--- src/rtl/mac_core.sv ---
// Sequential signed multiply-accumulate: radix-2 Booth multiply, one multiplier bit
// per cycle, with the exact product added into a wrapping double-width accumulator.
module mac_core #(
    parameter int OPSIZE = 8
) (
    input  logic                  clk,
    input  logic                  reset,
    input  logic                  start,
    input  logic [OPSIZE-1:0]     a,
    input  logic [OPSIZE-1:0]     b,
    output logic [2*OPSIZE-1:0]   out,
    output logic                  ready
);

    // Booth register layout: {upper[OPSIZE:0], multiplier[OPSIZE-1:0], q_minus1}.
    // The upper half carries one guard bit so that -(-2^(OPSIZE-1)) fits.
    localparam int PW = 2*OPSIZE + 2;
    localparam int CW = $clog2(OPSIZE + 1);

    typedef enum logic [1:0] {
        IDLE,
        MUL,
        ACC
    } state_t;

    state_t                state_q, state_d;
    logic [OPSIZE-1:0]     mcand_q, mcand_d;
    logic [PW-1:0]         prod_q, prod_d;
    logic [CW-1:0]         cnt_q, cnt_d;
    logic [2*OPSIZE-1:0]   acc_q, acc_d;
    logic                  ready_q, ready_d;

    logic [OPSIZE:0]       upper;
    logic [OPSIZE:0]       mext;
    logic [OPSIZE:0]       sum;

    always_comb begin
        upper = prod_q[PW-1:OPSIZE+1];
        mext  = {mcand_q[OPSIZE-1], mcand_q};
        case (prod_q[1:0])
            2'b01:   sum = upper + mext;
            2'b10:   sum = upper - mext;
            default: sum = upper;
        endcase
    end

    always_comb begin
        state_d = state_q;
        mcand_d = mcand_q;
        prod_d  = prod_q;
        cnt_d   = cnt_q;
        acc_d   = acc_q;
        ready_d = ready_q;
        case (state_q)
            IDLE: begin
                if (start) begin
                    mcand_d = a;
                    prod_d  = {{(OPSIZE+1){1'b0}}, b, 1'b0};
                    cnt_d   = '0;
                    ready_d = 1'b0;
                    state_d = MUL;
                end
            end
            MUL: begin
                prod_d = {sum[OPSIZE], sum, prod_q[OPSIZE:1]};
                cnt_d  = cnt_q + CW'(1);
                if (cnt_q == CW'(OPSIZE - 1)) begin
                    state_d = ACC;
                end
            end
            ACC: begin
                // Product is the low 2*OPSIZE bits above the Booth history bit.
                acc_d   = acc_q + prod_q[2*OPSIZE:1];
                ready_d = 1'b1;
                state_d = IDLE;
            end
            default: begin
                ready_d = 1'b1;
                state_d = IDLE;
            end
        endcase
    end

    always_ff @(posedge clk or negedge reset) begin
        if (!reset) begin
            state_q <= IDLE;
            mcand_q <= '0;
            prod_q  <= '0;
            cnt_q   <= '0;
            acc_q   <= '0;
            ready_q <= 1'b1;
        end else begin
            state_q <= state_d;
            mcand_q <= mcand_d;
            prod_q  <= prod_d;
            cnt_q   <= cnt_d;
            acc_q   <= acc_d;
            ready_q <= ready_d;
        end
    end

    assign out   = acc_q;
    assign ready = ready_q;

endmodule

--- config.mk ---
export PLATFORM = sky130hd
export DESIGN_NAME = mac_core
export DESIGN_NICKNAME = d
export VERILOG_FILES = /design/src/rtl/mac_core.sv
export SDC_FILE = /design/constraint.sdc
export NUM_CORES = 1
export LEC_CHECK = 0
export ABC_CLOCK_PERIOD_IN_PS = 5650
export CELL_PAD_IN_SITES_DETAIL_PLACEMENT = 1
export CELL_PAD_IN_SITES_GLOBAL_PLACEMENT = 2
export CORE_UTILIZATION = 37
export DETAILED_ROUTE_END_ITERATION = 16
export PLACE_DENSITY_LB_ADDON = 0.1
export SYNTH_ARGS = -nofsm -noshare
export SYNTH_HDL_FRONTEND = slang
export SYNTH_SLANG_ARGS = --single-unit
--- constraint.sdc ---
create_clock -name clk -period 5.65 [get_ports clk]
set_input_delay 0.8475 -clock clk [delete_from_list [all_inputs] [get_ports clk]]
set_output_delay 0.8475 -clock clk [all_outputs]
set_load 0.03 [all_outputs]
# [Yosys cells after proc, flatten, opt, wreduce, memory -nomap -nowiden]
# Index checks and enable logic that the tools add are counted.
[word_totals] output_inout_bits=17 word_cells=34 latchBits=0 mem_count=0 regBits=49 mem_bits_ro=0 ramBits=0 in_bits=19
[op_classes] eq_ne=7 n_addsub=4 muxes=10 n_lt_le_gt_ge=0 bitwise=1 multipliers=0 shifts=0 n_div=0 n_reduce_logical=6
[ops] cell="18-bit one-hot mux with 2 select lines" count=1
[ops] cell="18-bit two-way mux" count=1
[ops] cell="9-bit one-hot mux with 2 select lines" count=1
[ops] cell="16-bit adder" count=1
[ops] cell="9-bit adder" count=1
[ops] cell="9-bit subtractor" count=1
[ops] cell="4-bit one-hot mux with 2 select lines" count=1
[ops] cell="2-bit AND reduction" count=4
[ops] cell="4-bit by 1-bit adder with 4-bit output, second input constant" count=1
[ops] cell="2-bit by 1-bit equality test with 1-bit output, second input constant" count=2
[ops] cell="2-bit equality test, second input constant" count=2
[ops] cell="4-bit by 3-bit equality test with 1-bit output, second input constant" count=1
[ops] cell="2-bit two-way mux" count=2
[ops] cell="4-bit two-way mux" count=1
[ops] cell="2-bit != test, second input constant" count=2
[ops] cell="2-bit one-hot mux with 2 select lines" count=1
[ops] cell="2-bit zero test" count=1
[ops] cell="1-bit one-hot mux with 2 select lines" count=1
[ops] cell="2-bit nonzero test" count=1
[ops] cell="1-bit two-way mux" count=1
[ops] cell="1-bit inverter" count=1

# [Depth between registers and ports, before layout]
# Gate-level depths: netlist (run 1).
[logic_depth] ltp_word=3 mapped_depth=12 ltp_nobuf=11

# [Worst setup path after synthesis (run 1)]
# No wires, ideal clock.
[synth_timing] kind="register to register" from="register prod_q[0]" to="register prod_q[16]" stages_incl_launch_ff=12 setup_time_ns=0.079 arrival_time_ns=2.555 slack_ns=3.016 required_time_ns=5.571 cell_sequence="dfrtp_1 > inv_1 > ha_1 > clkbuf_1 > mux2_2 > fa_1 > nand2b_1 > a21oi_1 > o211ai_1 > nand3_1 > nor3b_1 > mux2i_1"
[synth_between] elab_chain_cells=3 word_cells_on_any_way=4 classes_between="eq/ne (2); mux (2)"
[synth_lines] item="from (decl)" line="28" rtl="logic [PW-1:0] prod_q, prod_d;"
[synth_lines] item="from (signal assigned)" line="95" rtl="prod_q <= prod_d;"
[synth_lines] item="2-bit equality test or 2-bit by 1-bit equality test with 1-bit output (tied branches)" line="40" rtl="case (prod_q[1:0])"
[synth_lines] item="9-bit one-hot mux with 2 select lines (*)" line="40"
[synth_lines] item="18-bit one-hot mux with 2 select lines (*)" line="54" rtl="case (state_q)"
# Every way passes the cells marked *; elsewhere a longest branch is shown, timed or not.
# A chain may end at the register's enable or synchronous reset.

# [Final worst setup path (run 1)]
[layout_timing] from="register prod_q[1]" to="register prod_q[16]"
# Same word-level chain as after synthesis.

==> flow_summary.ini, run 1 <==
[detailed_routing]
avgRoutedWirePerCell_um = 15.58
first_pass_iters = 4
vias = 2727
drc = 0
wirelength_um = 7806
ant_nets = 0
via_per_inst = 5.443
drtIter0Drc = 83

[logic_synthesis]
async_reset_ff_share_pct = 100.0
syn_inst = 364
ys.flop_type = dfrtp_1
yosysSeqAreaShare_pct = 37.60
synth_seq_cells = 48
ys_warn_count = 0
ys_types = 52
syn_avg_cell_area_sq_um = 8.786
synth_edf_count = 0
synth_area_sq_um = 3198
synth_fp_nets = 411

[clocking]
clkTransAtPathRegs_ns = 0.10
postCtsHoldBufs = 0
clockBufferDepth = 2
cts_made_buffers = 5
postCtsSetupRepairBufs = 0
cts_tree = done
cts_resized = 0
h-tree-depth = 2
clockRootBuffer = clkbuf_8
cts.sinks = 48
clk-insertion-delay-late_ns = 0.31

[global_routing]
grt_pass1_wl_um = 13110
grt_util_all_layers_pct = 18.67
antenna_found_initial = 0
grt_max_degree = 49
grt_pass1_vias = 2721
overflow = 0

[sta]
rsz0062_at_grt = false
slew_violations = 0
timing_hold_violations_final = 0
setup_tns_ns = 0
setup_viol = 0
worst_pin_slew_ns = 1.070
fin_skew_ns = 0.009596
max_slew_margin_pct = 28.53
fin_crit_ns = 2.851
fmax_ghz = 0.3508
final.period_utilization_pct = 50.46

[final_layout]
finalNetCount = 442
ff_latch_area_sq_um = 1202
syn2layout_area_growth_pct = 17.61
diodes = 0
drive_above_1_share_pct = 5.556
fill_cells = 988
multi_input_comb_area_sq_um = 1882
final_cell_mix = nand2_1 (47), dfrtp_1 (47), o21ai_0 (43)

[place]
gp_congestion = 0.7620
io_buffers = 35
dp_hpwl_um = 5887

[critical_path]
r2r-end = prod_q[16]
r2r_slack_ns = 2.80
rr_worst_depth = 9
cp_max_fo = 8
critPathArrivalTime_ns = 3.08
crit_required_ns = 5.88
crit_slowest_cell = dfrtp_1
critPathLaunchType = flop
crit_chain = ha_1 -> mux2_2 -> fa_1 -> nand2b_1 -> a21oi_1 -> o211ai_1 -> nand3_1 -> nor3b_1 -> mux2i_1
crit_buf_inv = 0
critPathKind = flop to flop
critPathCaptureType = flop
cpPeakStageDelay_ns = 0.44
r2r-start = prod_q[1]
cp_top_family = adder cells

[flow_run]
cap_violations = 0

[floorplan]
dieWidth_um = 94.97
core_sq_um = 8299
die_area_sq_um = 9019
start_util_pct = 38.53
num_rows = 33
die_y_um = 94.97
io_pins = 36

[worst_hold_path]
hold_path.startpoint = cnt_q[3]
holdPathEnd = state_q[1]
hold_path_class = flop to flop
holdPathStages = 1

[outcome]
status = finished, final reports clean
## logic make-up after synthesis
group / Yosys count / share of synthesized area, %
xor+xnor: 20 / 5.477
flops: 48 / 37.60
compound gates: 115 / 22.54
simple gates: 119 / 17.76
buf+inv: 29 / 3.560
fa+ha+maj: 28 / 11.42
mux: 5 / 1.643
## synthesized netlist by cell type, drive strengths merged, types with 7 or more instances
| library cell | count | share of area (%) |
|---|---|---|
| ha | 26 | 10 |
| a21oi | 26 | 4.1 |
| dfrtp | 47 | 37 |
| nor2b | 10 | 2.0 |
| clkbuf | 11 | 1.3 |
| nand2 | 47 | 5.5 |
| o21ai | 47 | 7.5 |
| nor2 | 22 | 2.6 |
| xor2 | 7 | 1.9 |
| inv | 15 | 1.8 |
| nand2b | 10 | 2.0 |
| nor3 | 9 | 1.4 |
| xnor2 | 13 | 3.6 |
## worst reg2reg max path, delay by kind of cell (launching register included)
kind / cells / cell delay (ns)
AOI/OAI and AO/OA: 2 / 0.41
and+or+nand+nor: 3 / 0.51
muxes: 2 / 0.61
adders and majority gates: 2 / 0.80
DFF: 1 / 0.44
## cell type report
cell class / count / share of cell area [%]
Timing Repair Buffer: 38 / 9.780
Clock buffer: 6 / 2.196
Inverter: 15 / 1.497
Tap cell: 105 / 3.493
Multi-Input combinational cell: 287 / 50.03
Sequential cell: 48 / 31.97
Clock inverter: 2 / 1.031
## registers in the layout, indices dropped and copies added, names as in the netlist
name,flops
prod_q,17
out,16
mcand_q,8
cnt_q,4
state_q,2
ready,1
## how the worst max path moves through the flow
stage               from         end  slack (ns)  cells past startpoint
3_5_place_dp   prod_q[1]  prod_q[16]        2.81                      9
3_3_place_gp   prod_q[1]  prod_q[16]        2.92                      9
2_1_floorplan  prod_q[0]  prod_q[16]        3.02                     11
5_1_grt        prod_q[0]  prod_q[16]        2.56                     10
6_report       prod_q[1]  prod_q[16]        2.80                      9
4_1_cts        prod_q[1]  prod_q[16]        2.77                      9
## per-stage QoR
| stage | setup slack (ns) | instances | utilization [%] | cell area [sq um] | hold slack (ns) |
|---|---|---|---|---|---|
| floorplan | 3.016 | 364 | - | 3198 | 0.4419 |
| global placement | 2.918 | 493 | 43.86 | 3640 | 0.4741 |
| detailed placement | 2.810 | 493 | 43.86 | 3640 | 0.4686 |
| CTS | 2.770 | 501 | 45.32 | 3761 | 0.4960 |
| global route | 2.555 | 501 | 45.32 | 3761 | 0.5008 |
| finish | 2.799 | 501 | 45.32 | 3761 | 0.4984 |
## per-layer routing
layer | vias up | track usage (%) | wire (um)
li1 | 1355 | - | -
met1 | 1329 | 24.49 | 3794
met2 | 33 | 30.94 | 3691
met3 | 10 | 3.221 | 192
met4 | 0 | 6.187 | 127
met5 | - | 0 | 0
Power of run 1 is left out: the tool's default activity adds up to more than one toggle a clock period on the data nets, which glitch-free logic cannot reach.
==> run 2, diff against run 1 <==
--- a/config.mk
+++ b/config.mk
@@ -5,10 +5,10 @@
 export SDC_FILE = /design/constraint.sdc
 export NUM_CORES = 1
 export LEC_CHECK = 0
-export ABC_CLOCK_PERIOD_IN_PS = 5650
+export ABC_CLOCK_PERIOD_IN_PS = 2890
 export CELL_PAD_IN_SITES_DETAIL_PLACEMENT = 1
 export CELL_PAD_IN_SITES_GLOBAL_PLACEMENT = 2
-export CORE_UTILIZATION = 37
+export CORE_UTILIZATION = 35
 export DETAILED_ROUTE_END_ITERATION = 16
 export PLACE_DENSITY_LB_ADDON = 0.1
 export SYNTH_ARGS = -nofsm -noshare
==> constraint.sdc (replaced) <==
create_clock -name clk -period 2.89 [get_ports clk]
set_input_delay 0.4335 -clock clk [delete_from_list [all_inputs] [get_ports clk]]
set_output_delay 0.4335 -clock clk [all_outputs]
set_load 0.03 [all_outputs]
==> run 2 against run 1 <==
Maximum frequency up 8.9%; global-route usage is 0.16 points lower; critical path depth rose by 1; largest cell class unchanged; clock-buffer cell count fell by 1; clock skew decreased by 0.0031 ns; setup slack got worse by 2.5 ns.
==> flow_summary.ini, run 2 (synthesis gave the netlist of run 1 again) <==
[place]
place_inst = 501
place_ws_ns = 0.2048
dp_hpwl_um = 6270
place_area_sq_um = 3694
io_buffers = 35
gp_congestion = 0.7773

[final_layout]
final_cell_mix = nand2_1 (47), dfrtp_1 (47), o21ai_0 (43)
syn2layout_area_growth_pct = 19.25
stdcell_count = 509
multi_input_comb_area_sq_um = 1887
fill_cells = 1039
finalNetCount = 447
ff_latch_area_sq_um = 1202
final_cell_area_sq_um = 3814
drive_above_1_share_pct = 6.983
diodes = 0
largest_reg_flops = 17
top_register = prod_q
final_util_pct = 43.52

[sta]
worst_slack_ns = 0.2720
fin_crit_ns = 2.618
rsz0062_at_grt = false
slew_violations = 0
worst_pin_slew_ns = 0.6405
whs_ns = 0.2234
timing_hold_violations_final = 0
max_slew_margin_pct = 57.30
fmax_ghz = 0.3820
setup_viol = 0
final.period_utilization_pct = 90.59
setup_tns_ns = 0
fin_skew_ns = 0.006541

[floorplan]
die_y_um = 97.59
die_area_sq_um = 9524
core_sq_um = 8763
io_pins = 36
dieWidth_um = 97.59
start_util_pct = 36.49
num_rows = 34

[clocking]
cts_made_buffers = 5
clockRootBuffer = clkbuf_8
cts_tree = done
postCtsHoldBufs = 0
postCtsSetupRepairBufs = 0
cts_resized = 0
clkTransAtPathRegs_ns = 0.10
cts.sinks = 48
clk-insertion-delay-late_ns = 0.31
h-tree-depth = 2
clockBufferDepth = 2

[flow_run]
cap_violations = 0

[power]
p_seq_share_pct = 24.9
finalPower_mw = 5.433
combPwrFrac_pct = 65.5
power_density_nw_per_um2 = 1425
power.switching_mw = 2.594
internal_power_mw = 2.839
clkPwrFrac_pct = 9.5
ir_drop_mv = 0.5619
switching_share_pct = 47.75
p_leak_nw = 1.674

[global_routing]
grt_util_all_layers_pct = 18.51
antenna_found_initial = 0
grt_max_degree = 49
grt_pass1_wl_um = 14410
grt_pass1_vias = 2940
overflow = 0

[detailed_routing]
drtIter0Drc = 67
first_pass_iters = 4
vias = 2769
avgRoutedWirePerCell_um = 16.17
drc = 0
ant_nets = 0
via_per_inst = 5.440
wirelength_um = 8232

[critical_path]
critPathKind = flop to flop
critPathArrivalTime_ns = 2.85
critPathLaunchType = flop
critPathCaptureType = flop
rr_worst_depth = 10
cp_max_fo = 4
crit_required_ns = 3.12

[worst_hold_path]
hold_path_class = primary input to asynchronous set/reset pin

[outcome]
status = finished, final reports clean
-- run 2: power groups by stage --
stage               Sequential, mW  Combinational (mW)  Clock, mW
floorplan                     1.47                2.48          0
global placement              1.36                3.51          0
detailed placement            1.38                3.59          0
CTS                           1.37                3.61      0.542
global route                  1.41                4.01      0.566
finish                        1.36                3.56      0.517
-- run 2: worst max-delay path: stages, from the launching register on --
cell,delay (ns)
dfrtp_1,0.41
inv_1,0.08
ha_1,0.29
mux2_2,0.29
fa_1,0.43
nand2b_1,0.18
a21oi_1,0.22
o211ai_1,0.16
nand3_1,0.10
nor3b_2,0.18
mux2i_1,0.20
-- run 2: cell type report --
type                    count  share of cell area, %
multi-input cells         287                  49.48
repair buffers             43                  10.96
inverters                  15                  1.476
clock buffers               5                  1.804
flip-flops and latches     48                  31.53
well taps                 108                  3.543
clock inverters             3                  1.214
-- run 2: per-layer routing --
layer | part of all wire [%] | up-vias | wire length, um | global-route usage [%]
met2 | 49 | 37 | 4002 | 31.85
met5 | 0 | - | 0 | 0
met1 | 48 | 1360 | 3951 | 24.29
li1 | - | 1364 | - | -
met3 | 2.5 | 8 | 202 | 3.022
met4 | 0.92 | 0 | 76 | 4.186
-- run 2: path summary, 6_finish.rpt --
kind / from / end / slack [ns]
hold reg to reg: cnt_q[3] / state_q[1] / 0.48
max in group asynchronous: reset / mcand_q[4] / 2.23
setup reg to reg: mcand_q[0] / prod_q[16] / 0.27
hold / removal: reset / out[13] / 0.22
setup / recovery: mcand_q[0] / prod_q[16] / 0.27
min in group clk: cnt_q[3] / state_q[1] / 0.48
(Power assumes the default switching activity.)
